**config.mk**
```make
export PLATFORM = sky130hd
export DESIGN_NAME = nrf24_spi_arbiter
export DESIGN_NICKNAME = d
export VERILOG_FILES = /design/src/rtl/nrf24_pkg.sv /design/src/rtl/nrf24_rr_picker.sv /design/src/rtl/nrf24_spi_arbiter.sv
export SDC_FILE = /design/constraint.sdc
export NUM_CORES = 1
export LEC_CHECK = 0
export BUFFER_PORTS_ARGS = -buffer_cell sky130_fd_sc_hd__buf_2
export CORE_ASPECT_RATIO = 0.9
export CORE_UTILIZATION = 49
export CTS_BUF_LIST = sky130_fd_sc_hd__clkbuf_16
export CTS_CLUSTER_DIAMETER = 120
export CTS_CLUSTER_SIZE = 14
export DETAILED_ROUTE_END_ITERATION = 7
export PLACE_DENSITY = 0.84
export SYNTH_ARGS = -nofsm -noshare
export SYNTH_HDL_FRONTEND = slang
export SYNTH_SLANG_ARGS = --single-unit
```
**constraint.sdc**
```tcl
create_clock -name clk -period 3.43 [get_ports clk]
set_input_delay 0.5145 -clock clk [delete_from_list [all_inputs] [get_ports clk]]
set_output_delay 0.5145 -clock clk [all_outputs]
set_load 0.02 [all_outputs]
```
**src/rtl/nrf24_pkg.sv**
```systemverilog
// Shared types for the nRF24 SPI arbitration slice.
// Arbiter FSM state encoding and the SPI byte width.
package nrf24_pkg;

    typedef enum logic [1:0] {
        ARB_IDLE  = 2'd0,
        ARB_GRANT = 2'd1,
        ARB_DRAIN = 2'd2
    } arb_state_t;

    localparam int SPI_BYTE_W = 8;

endpackage

```
**src/rtl/nrf24_rr_picker.sv**
```systemverilog
// Combinational round-robin picker: first requesting index at or after i_ptr, wrapping.
// Zero latency, no backpressure; o_vld low when nothing requests.
module nrf24_rr_picker #(
    parameter int NREQ = 2,
    parameter int IW   = $clog2(NREQ)
) (
    input  logic [NREQ-1:0] i_req,
    input  logic [IW-1:0]   i_ptr,
    output logic            o_vld,
    output logic [IW-1:0]   o_idx
);

    logic [IW-1:0] w_j;

    // Scan from the farthest candidate back so the one nearest i_ptr wins.
    always_comb begin
        o_vld = 1'b0;
        o_idx = '0;
        w_j   = '0;
        for (int k = NREQ - 1; k >= 0; k--) begin
            w_j = IW'((int'(i_ptr) + k) % NREQ);
            if (i_req[w_j]) begin
                o_vld = 1'b1;
                o_idx = w_j;
            end
        end
    end

endmodule

```
**src/rtl/nrf24_spi_arbiter.sv**
```systemverilog
// Round-robin owner of the single nRF24 SPI byte engine for whole CSN-framed transactions.
// Grant 1 cycle after req; start/tx/done routed combinationally; a byte in flight holds the grant.
module nrf24_spi_arbiter
    import nrf24_pkg::*;
#(
    parameter int NREQ        = 2,
    parameter int TIMEOUT_CYC = 4096
) (
    input  logic                       clk,
    input  logic                       rst,
    input  logic [NREQ-1:0]            req,
    output logic [NREQ-1:0]            gnt,
    input  logic [NREQ-1:0]            start,
    input  logic [NREQ*SPI_BYTE_W-1:0] tx_byte,
    input  logic [NREQ-1:0]            hold_csn,
    output logic [NREQ-1:0]            done,
    output logic [SPI_BYTE_W-1:0]      rx_byte,
    output logic                       m_start,
    output logic [SPI_BYTE_W-1:0]      m_tx,
    output logic                       m_hold_csn,
    input  logic                       m_done,
    input  logic [SPI_BYTE_W-1:0]      m_rx,
    output logic                       timeout,
    output logic                       proto_err
);

    localparam int IW = $clog2(NREQ);
    localparam int TW = (TIMEOUT_CYC > 1) ? $clog2(TIMEOUT_CYC) : 1;

    arb_state_t      r_state;
    logic [IW-1:0]   r_owner;
    logic [IW-1:0]   r_ptr;
    logic [NREQ-1:0] r_gnt;
    logic            r_out;
    logic            r_timeout;
    logic [TW-1:0]   r_tmo;

    logic                  w_pick_vld;
    logic [IW-1:0]         w_pick_idx;
    logic                  w_own_req;
    logic                  w_own_start;
    logic                  w_own_hold;
    logic [SPI_BYTE_W-1:0] w_own_tx;
    logic                  w_grant;
    logic                  w_active;
    logic                  w_tmo_hit;
    logic                  w_rel;
    logic                  w_drain;
    logic [IW-1:0]         w_next_ptr;

    nrf24_rr_picker #(.NREQ(NREQ), .IW(IW)) u_picker (
        .i_req (req),
        .i_ptr (r_ptr),
        .o_vld (w_pick_vld),
        .o_idx (w_pick_idx)
    );

    always_comb begin
        w_own_req   = 1'b0;
        w_own_start = 1'b0;
        w_own_hold  = 1'b0;
        w_own_tx    = '0;
        for (int i = 0; i < NREQ; i++) begin
            if (r_owner == IW'(i)) begin
                w_own_req   = req[i];
                w_own_start = start[i];
                w_own_hold  = hold_csn[i];
                w_own_tx    = tx_byte[i*SPI_BYTE_W +: SPI_BYTE_W];
            end
        end
    end

    assign w_grant    = (r_state == ARB_GRANT);
    assign w_active   = w_grant | (r_state == ARB_DRAIN);
    assign m_start    = w_grant & w_own_start & ~r_out;
    assign proto_err  = w_grant & w_own_start & r_out;
    assign m_tx       = w_active ? w_own_tx : '0;
    assign m_hold_csn = w_active & w_own_hold;
    assign rx_byte    = m_rx;
    assign gnt        = r_gnt;
    assign timeout    = r_timeout;

    always_comb begin
        done = '0;
        for (int i = 0; i < NREQ; i++) begin
            done[i] = w_active & m_done & (r_owner == IW'(i));
        end
    end

    // A byte launched in the same cycle as the req drop still has to finish before release.
    assign w_drain    = w_grant & ~w_own_req & (m_start | (r_out & ~m_done));
    assign w_tmo_hit  = (TIMEOUT_CYC != 0) & w_grant & w_own_req & ~r_out & ~w_own_start
                        & (r_tmo == TW'(TIMEOUT_CYC - 1));
    assign w_rel      = (w_grant & ~w_own_req & ~w_drain)
                        | w_tmo_hit
                        | ((r_state == ARB_DRAIN) & m_done);
    assign w_next_ptr = (r_owner == IW'(NREQ - 1)) ? '0 : r_owner + 1'b1;

    always_ff @(posedge clk) begin
        if (rst) begin
            r_state   <= ARB_IDLE;
            r_owner   <= '0;
            r_ptr     <= '0;
            r_gnt     <= '0;
            r_out     <= 1'b0;
            r_timeout <= 1'b0;
            r_tmo     <= '0;
        end else begin
            r_timeout <= w_tmo_hit;
            if (m_start) begin
                r_out <= 1'b1;
            end else if (m_done) begin
                r_out <= 1'b0;
            end

            if (w_grant) begin
                if (w_own_start) begin
                    r_tmo <= '0;
                end else if (~r_out) begin
                    r_tmo <= r_tmo + 1'b1;
                end
            end else begin
                r_tmo <= '0;
            end

            if (r_state == ARB_IDLE) begin
                if (w_pick_vld) begin
                    r_state <= ARB_GRANT;
                    r_owner <= w_pick_idx;
                    r_gnt   <= NREQ'(1) << w_pick_idx;
                end
            end else if (w_rel) begin
                r_state <= ARB_IDLE;
                r_gnt   <= '0;
                r_ptr   <= w_next_ptr;
            end else if (w_drain) begin
                r_state <= ARB_DRAIN;
            end
        end
    end

endmodule
```
# Yosys cells after proc, flatten, opt, wreduce, memory -nomap -nowiden
# Index checks and enable logic that the tools add are counted.
totals:
  reg_bits: 20
  input_bits: 33
  output_inout_bits: 24
classes:
  n_addsub: 3
  n_lt_le_gt_ge: 2
  n_eq_ne: 4
  shift: 1
  n_mux: 23
  n_bitwise: 28
  reduce_logical: 9
op_table:
  columns: ["op", "count"]
  rows:
  - ["1-bit AND", 16]
  - ["8-bit two-way mux", 2]
  - ["1-bit two-way mux", 14]
  - ["2-bit two-way mux", 7]
  - ["12-bit by 1-bit adder with 12-bit output, second input constant", 1]
  - ["12-bit equality test, second input constant", 1]
  - ["1-bit inverter", 8]
  - ["2-bit AND reduction", 4]
  - ["1-bit by 2-bit < comparator with 1-bit output, second input constant", 2]
  - ["1-bit OR", 4]
  - ["2-bit nonzero test", 2]
  - ["3-bit nonzero test", 1]
  - ["3-bit OR reduction", 1]
  - ["1-bit adder, second input constant", 2]
  - ["2-bit by 1-bit equality test with 1-bit output, second input constant", 1]
  - ["2-bit equality test, second input constant", 1]
  - ["2-bit zero test", 1]
  - ["2-bit by 1-bit inequality test with 1-bit output, second input constant", 1]
  - ["1-bit by 1-bit left shift with 2-bit output, first input constant", 1]

# Depth between registers and ports, before layout
logic_depth:
  ltp_word: 11
  mapped_depth: 7

# By module
# A second synthesis with hierarchy kept.
hier_totals:
  cells_unflattened: 140
  hier_area_um2: 1222.4
by_module_without_submodules:
  columns: ["mod", "n_inst", "cells_each", "area_each_um2", "seq_area_each_um2"]
  rows:
  - ["nrf24_spi_arbiter", 1, 137, 1204.9, 400.4]
  - ["nrf24_rr_picker", 1, 3, 17.5, 0.0]

# Least setup slack after synthesis
# Ideal clock, no wire load.
synth_path:
  path_type: "reg-to-reg"
  startpoint: "register r_tmo[0]"
  endpoint: "register r_ptr"
  setup_time_ns: 0.123
  t_arrival_ns: 1.940
  path_slack_ns: 1.366
  path_stages_with_launch: 7
  synth_period_minus_slack_ns: 2.064
  cell_sequence: "dfxtp_1 > ha_1 > nand4b_4 > or4_4 > or2_4 > a21oi_2 > mux2_1"
synth_between:
  elab_chain_len: 5
synth_lines:
  columns: ["element", "line_no", "rtl"]
  rows:
  - ["from (decl)", "nrf24_spi_arbiter.sv:36", "logic [TW-1:0] r_tmo;"]
  - ["from (signal assigned)", "nrf24_spi_arbiter.sv:120", "r_tmo <= r_tmo + 1'b1;"]
  - ["12-bit equality test", "nrf24_spi_arbiter.sv:93", "& (r_tmo == TW'(TIMEOUT_CYC - 1));"]
  - ["1-bit AND", "nrf24_spi_arbiter.sv:93", null]
  - ["1-bit OR", "nrf24_spi_arbiter.sv:95", "| w_tmo_hit"]
  - ["1-bit OR", "nrf24_spi_arbiter.sv:96", "| ((r_state == ARB_DRAIN) & m_done);"]
  - ["2-bit AND reduction (no line)", null, null]
  - ["to (signal assigned)", "nrf24_spi_arbiter.sv:135", "r_ptr <= w_next_ptr;"]
  - ["to (decl)", "nrf24_spi_arbiter.sv:32", "logic [IW-1:0] r_ptr;"]
# Every way passes these cells.
# A chain may end at the register's enable or synchronous reset.

# Worst setup path after layout
# Ends and elaborated chain as after synthesis.

==> results summary <==
The die covers 2691 sq um. Setup repair after global routing left no endpoint under its margin. Yosys mapped the design onto 34 distinct sky130hd cell types. Input and output buffers added on the ports amount to 40. The number of inserted diodes came out at 0. The most area-hungry cell type in the Yosys netlist is sky130_fd_sc_hd__dfxtp_1. The final-report setup violation count came out at 0. Summed over all layers, the global routing overflow is 0. The area growth from synthesis to layout came out at 18.27%.

The register area is 400.4 sq um. For this design the static power due to leakage is 0.6440 nW. In this run the core area contains 16 standard-cell rows. After legalization and detailed placement, the total HPWL measured 2068 microns.

The final critical path time including I/O delays and setup came out at 2.197 ns. The sequential cell area fraction in the yosys report is 0.3285. STA classifies the critical path startpoint as a register. The highest clock frequency the design can meet came out at 0.4551 GHz. The flow ran to the end, and the final reports show no timing, DRC or antenna violations. Among all cell types in the netlist, the one instantiated most often is sky130_fd_sc_hd__nor2_1. The post-route clock skew came out at 0.002731 ns. For this configuration, the core starts out at a cell density of 0.5387.

The post-detailed-route wirelength per cell is 13.39 microns. The number of fill cells came out at 193. The maximum buffer depth of the clock tree is 2. The overall routing resource usage came out at 0.2212. At the worst endpoint, the required time is 3.57 ns. Hold repair after CTS inserted 0 buffers. Dividing the final minimum period by the clock period gives 0.6406. The I/O pin count is 57. The arrival time of data at the critical path endpoint came out at 2.34 ns. The number of H-tree branching levels came out at 1. Of the cells placed in the final design, the portion with a size suffix greater than 1 is 0.2874. The min-delay analysis places its worst path in the category reg2reg. The post-cts repair resize count is 0. The post-synthesis register bit count is 20. The count of flip-flops with a built-in enable after synthesis came out at 0. The worst vdd rail ir drop came out at 0.4605 mV.

The number of remaining DRC errors came out at 0. The net total in the final layout is 212. The via count of the first global-routing pass came out at 957. For the pin with the worst max-slew slack, the measured transition is 0.4833 ns.

In the routed layout, each cell is associated on average with a via count of 5.164. The number of iterations in the first detailed-routing pass came out at 4. The most used flip-flop cell after synthesis is sky130_fd_sc_hd__dfxtp_1.

The weighted congestion at the end of routability-driven global placement came out at 0.8560. STA classifies the critical path endpoint as a register. The number of warnings issued by yosys is 0. TritonCTS built the clock tree. The final layout contains routed wiring with a total length of 2692 microns.

Across the run, the number of max-cap violations was 0. The critical path is of the reg2reg type. The core area came out at 2262 sq um. In the final timing run, aggregate negative setup slack is 0 ns. Of all nets on the critical path, the largest fanout is 5.

The maximum number of pins on one net before global-route repair is 14. The number of antenna violations at the first check in global routing came out at 0. After synthesis, the share of flip-flops with an asynchronous set or reset is 0. The finished cells cover 1441 sq um.

The net count after synthesis is 181. The headroom to the max-slew limit came out at 0.6744. The count of antenna-violating nets left after detailed routing is 0.

The netlist area before placement came out at 1219 sq um. The floorplan step set the die height to 49.31 microns. Measured on the finished design, the core utilization comes to 0.6372.

Clock tree synthesis selected as its root buffer the cell sky130_fd_sc_hd__clkbuf_16. After clock tree synthesis, the clock-pin slew on the worst setup and hold paths is 0.06 ns. The post-CTS setup-driven buffer insertion count is 0. The clock insertion delay at the later pin of the skew report came out at 0.25 ns. The mean post-synth cell area came out at 8.463 sq um.

Counting instances in the post-synthesis netlist gives the leading cell types as sky130_fd_sc_hd__nor2_1, sky130_fd_sc_hd__dfxtp_1, sky130_fd_sc_hd__nor2b_1. The floorplan step set the die width to 54.57 microns. The final hold violation count was 0. The initial DRC count is 20. After detailed placement, the total cell area comes to 1363 sq um. The area taken by multi-input logic gates is 701.9 sq um. The post-synthesis instance total came out at 144. Yosys attributes the largest share of cell area to sky130_fd_sc_hd__dfxtp_1, sky130_fd_sc_hd__mux2i_1, sky130_fd_sc_hd__nor2_1. In this run, CTS created clock tree buffers numbering 3. CTS saw 20 sinks. The total count of max-transition violations in the final report is 0. Of the post-synthesis cell area, the dominant cell type holds 0.3285. The first-pass GRT wire length is 4284 microns. For this block, the via count after detailed routing is 1038.

The total power divided by cell area came out at 435.1 nW/um^2.
state kept, by name (all words and copies together) (netlist names):
name,cells
r_out,1
r_state,2
timeout,1
r_ptr,1
r_owner,1
r_tmo,12
gnt,2
power by group:
group | switching, W | leakage (nW) | total [W] | internal (W)
clock network | 0.0000863 | 0.0385 | 0.000242 | 0.000155
logic | 0.0000804 | 0.443 | 0.000137 | 0.0000570
registers | 0.00000745 | 0.162 | 0.000248 | 0.000241
total | 0.000174 | 0.644 | 0.000627 | 0.000453
worst max-delay path, stage by stage, from the launching register on:
cell,delay [ns]
sky130_fd_sc_hd__dfxtp_1,0.38
sky130_fd_sc_hd__ha_1,0.23
sky130_fd_sc_hd__nand4b_4,0.16
sky130_fd_sc_hd__or4_4,0.54
sky130_fd_sc_hd__or2_4,0.25
sky130_fd_sc_hd__a21oi_2,0.19
sky130_fd_sc_hd__mux2_1,0.33
cell families (layout without fill, tap and decap cells):
logic type                 after synthesis  count (layout)  share of synthesized area
buffers and inverters                   20              50                    0.09548
adders and majority gates                4               4                    0.04107
xor gates and xnor gates                11              11                    0.07905
muxes                                   13              13                     0.1088
AOI/OAI and AO/OA                       11              11                    0.05956
DFF                                     20              20                     0.3285
and+or+nand+nor                         65              65                     0.2875
cells in the final DEF (no fill, tap or decap), types with 4 or more instances in the layout:
master | Yosys | final
sky130_fd_sc_hd__nand2_1 | 9 | 9
sky130_fd_sc_hd__xnor2_1 | 5 | 5
sky130_fd_sc_hd__dfxtp_1 | 20 | 20
sky130_fd_sc_hd__inv_1 | 5 | 5
sky130_fd_sc_hd__mux2i_1 | 11 | 11
sky130_fd_sc_hd__buf_2 | 0 | 40
sky130_fd_sc_hd__nor2b_1 | 13 | 13
sky130_fd_sc_hd__xor2_1 | 6 | 6
sky130_fd_sc_hd__ha_1 | 4 | 4
sky130_fd_sc_hd__nor2_1 | 24 | 24
sky130_fd_sc_hd__nand4_1 | 4 | 4
stage by stage:
stage	power (W)	cells	setup slack, ns	hold slack [ns]
CTS	0.0006293	201	1.229	0.5077
finish	0.0006271	201	1.233	0.5095
detailed placement	0.0003889	197	1.211	0.4928
floorplan	0.0003588	144	1.366	0.4792
global route	0.0006539	201	1.145	0.5556
global placement	0.0003837	197	1.259	0.4984
area by class of cell:
| type | instances | share of cell area |
|---|---|---|
| multi-input combinational | 104 | 0.4870 |
| clock buffer | 3 | 0.05208 |
| sequential | 20 | 0.2778 |
| inverter | 5 | 0.01302 |
| tap | 27 | 0.02344 |
| timing repair buffer | 41 | 0.1441 |
| clock inverter | 1 | 0.002604 |
per-layer routing:
metal,GRT usage,wire (microns),vias up
li1,-,-,530
met1,0.2800,1239,484
met2,0.3293,1280,12
met3,0.09034,135,12
met4,0.08120,37,0
met5,0,0,-
path summary, 6_finish.rpt:
| check | start | endpoint | slack, ns | depth (start not counted) |
|---|---|---|---|---|
| max | r_tmo[0]$_SDFFE_PP0N_ | r_ptr$_SDFFE_PP0P_ | 1.23 | 6 |
| min | gnt[0]$_SDFFE_PP0P_ | gnt[0]$_SDFFE_PP0P_ | 0.51 | 2 |
| max reg2reg | r_tmo[0]$_SDFFE_PP0N_ | r_ptr$_SDFFE_PP0P_ | 1.23 | 6 |
| min reg2reg | gnt[0]$_SDFFE_PP0P_ | gnt[0]$_SDFFE_PP0P_ | 0.51 | 2 |
Note: power is estimated with default switching activity, not from simulation.
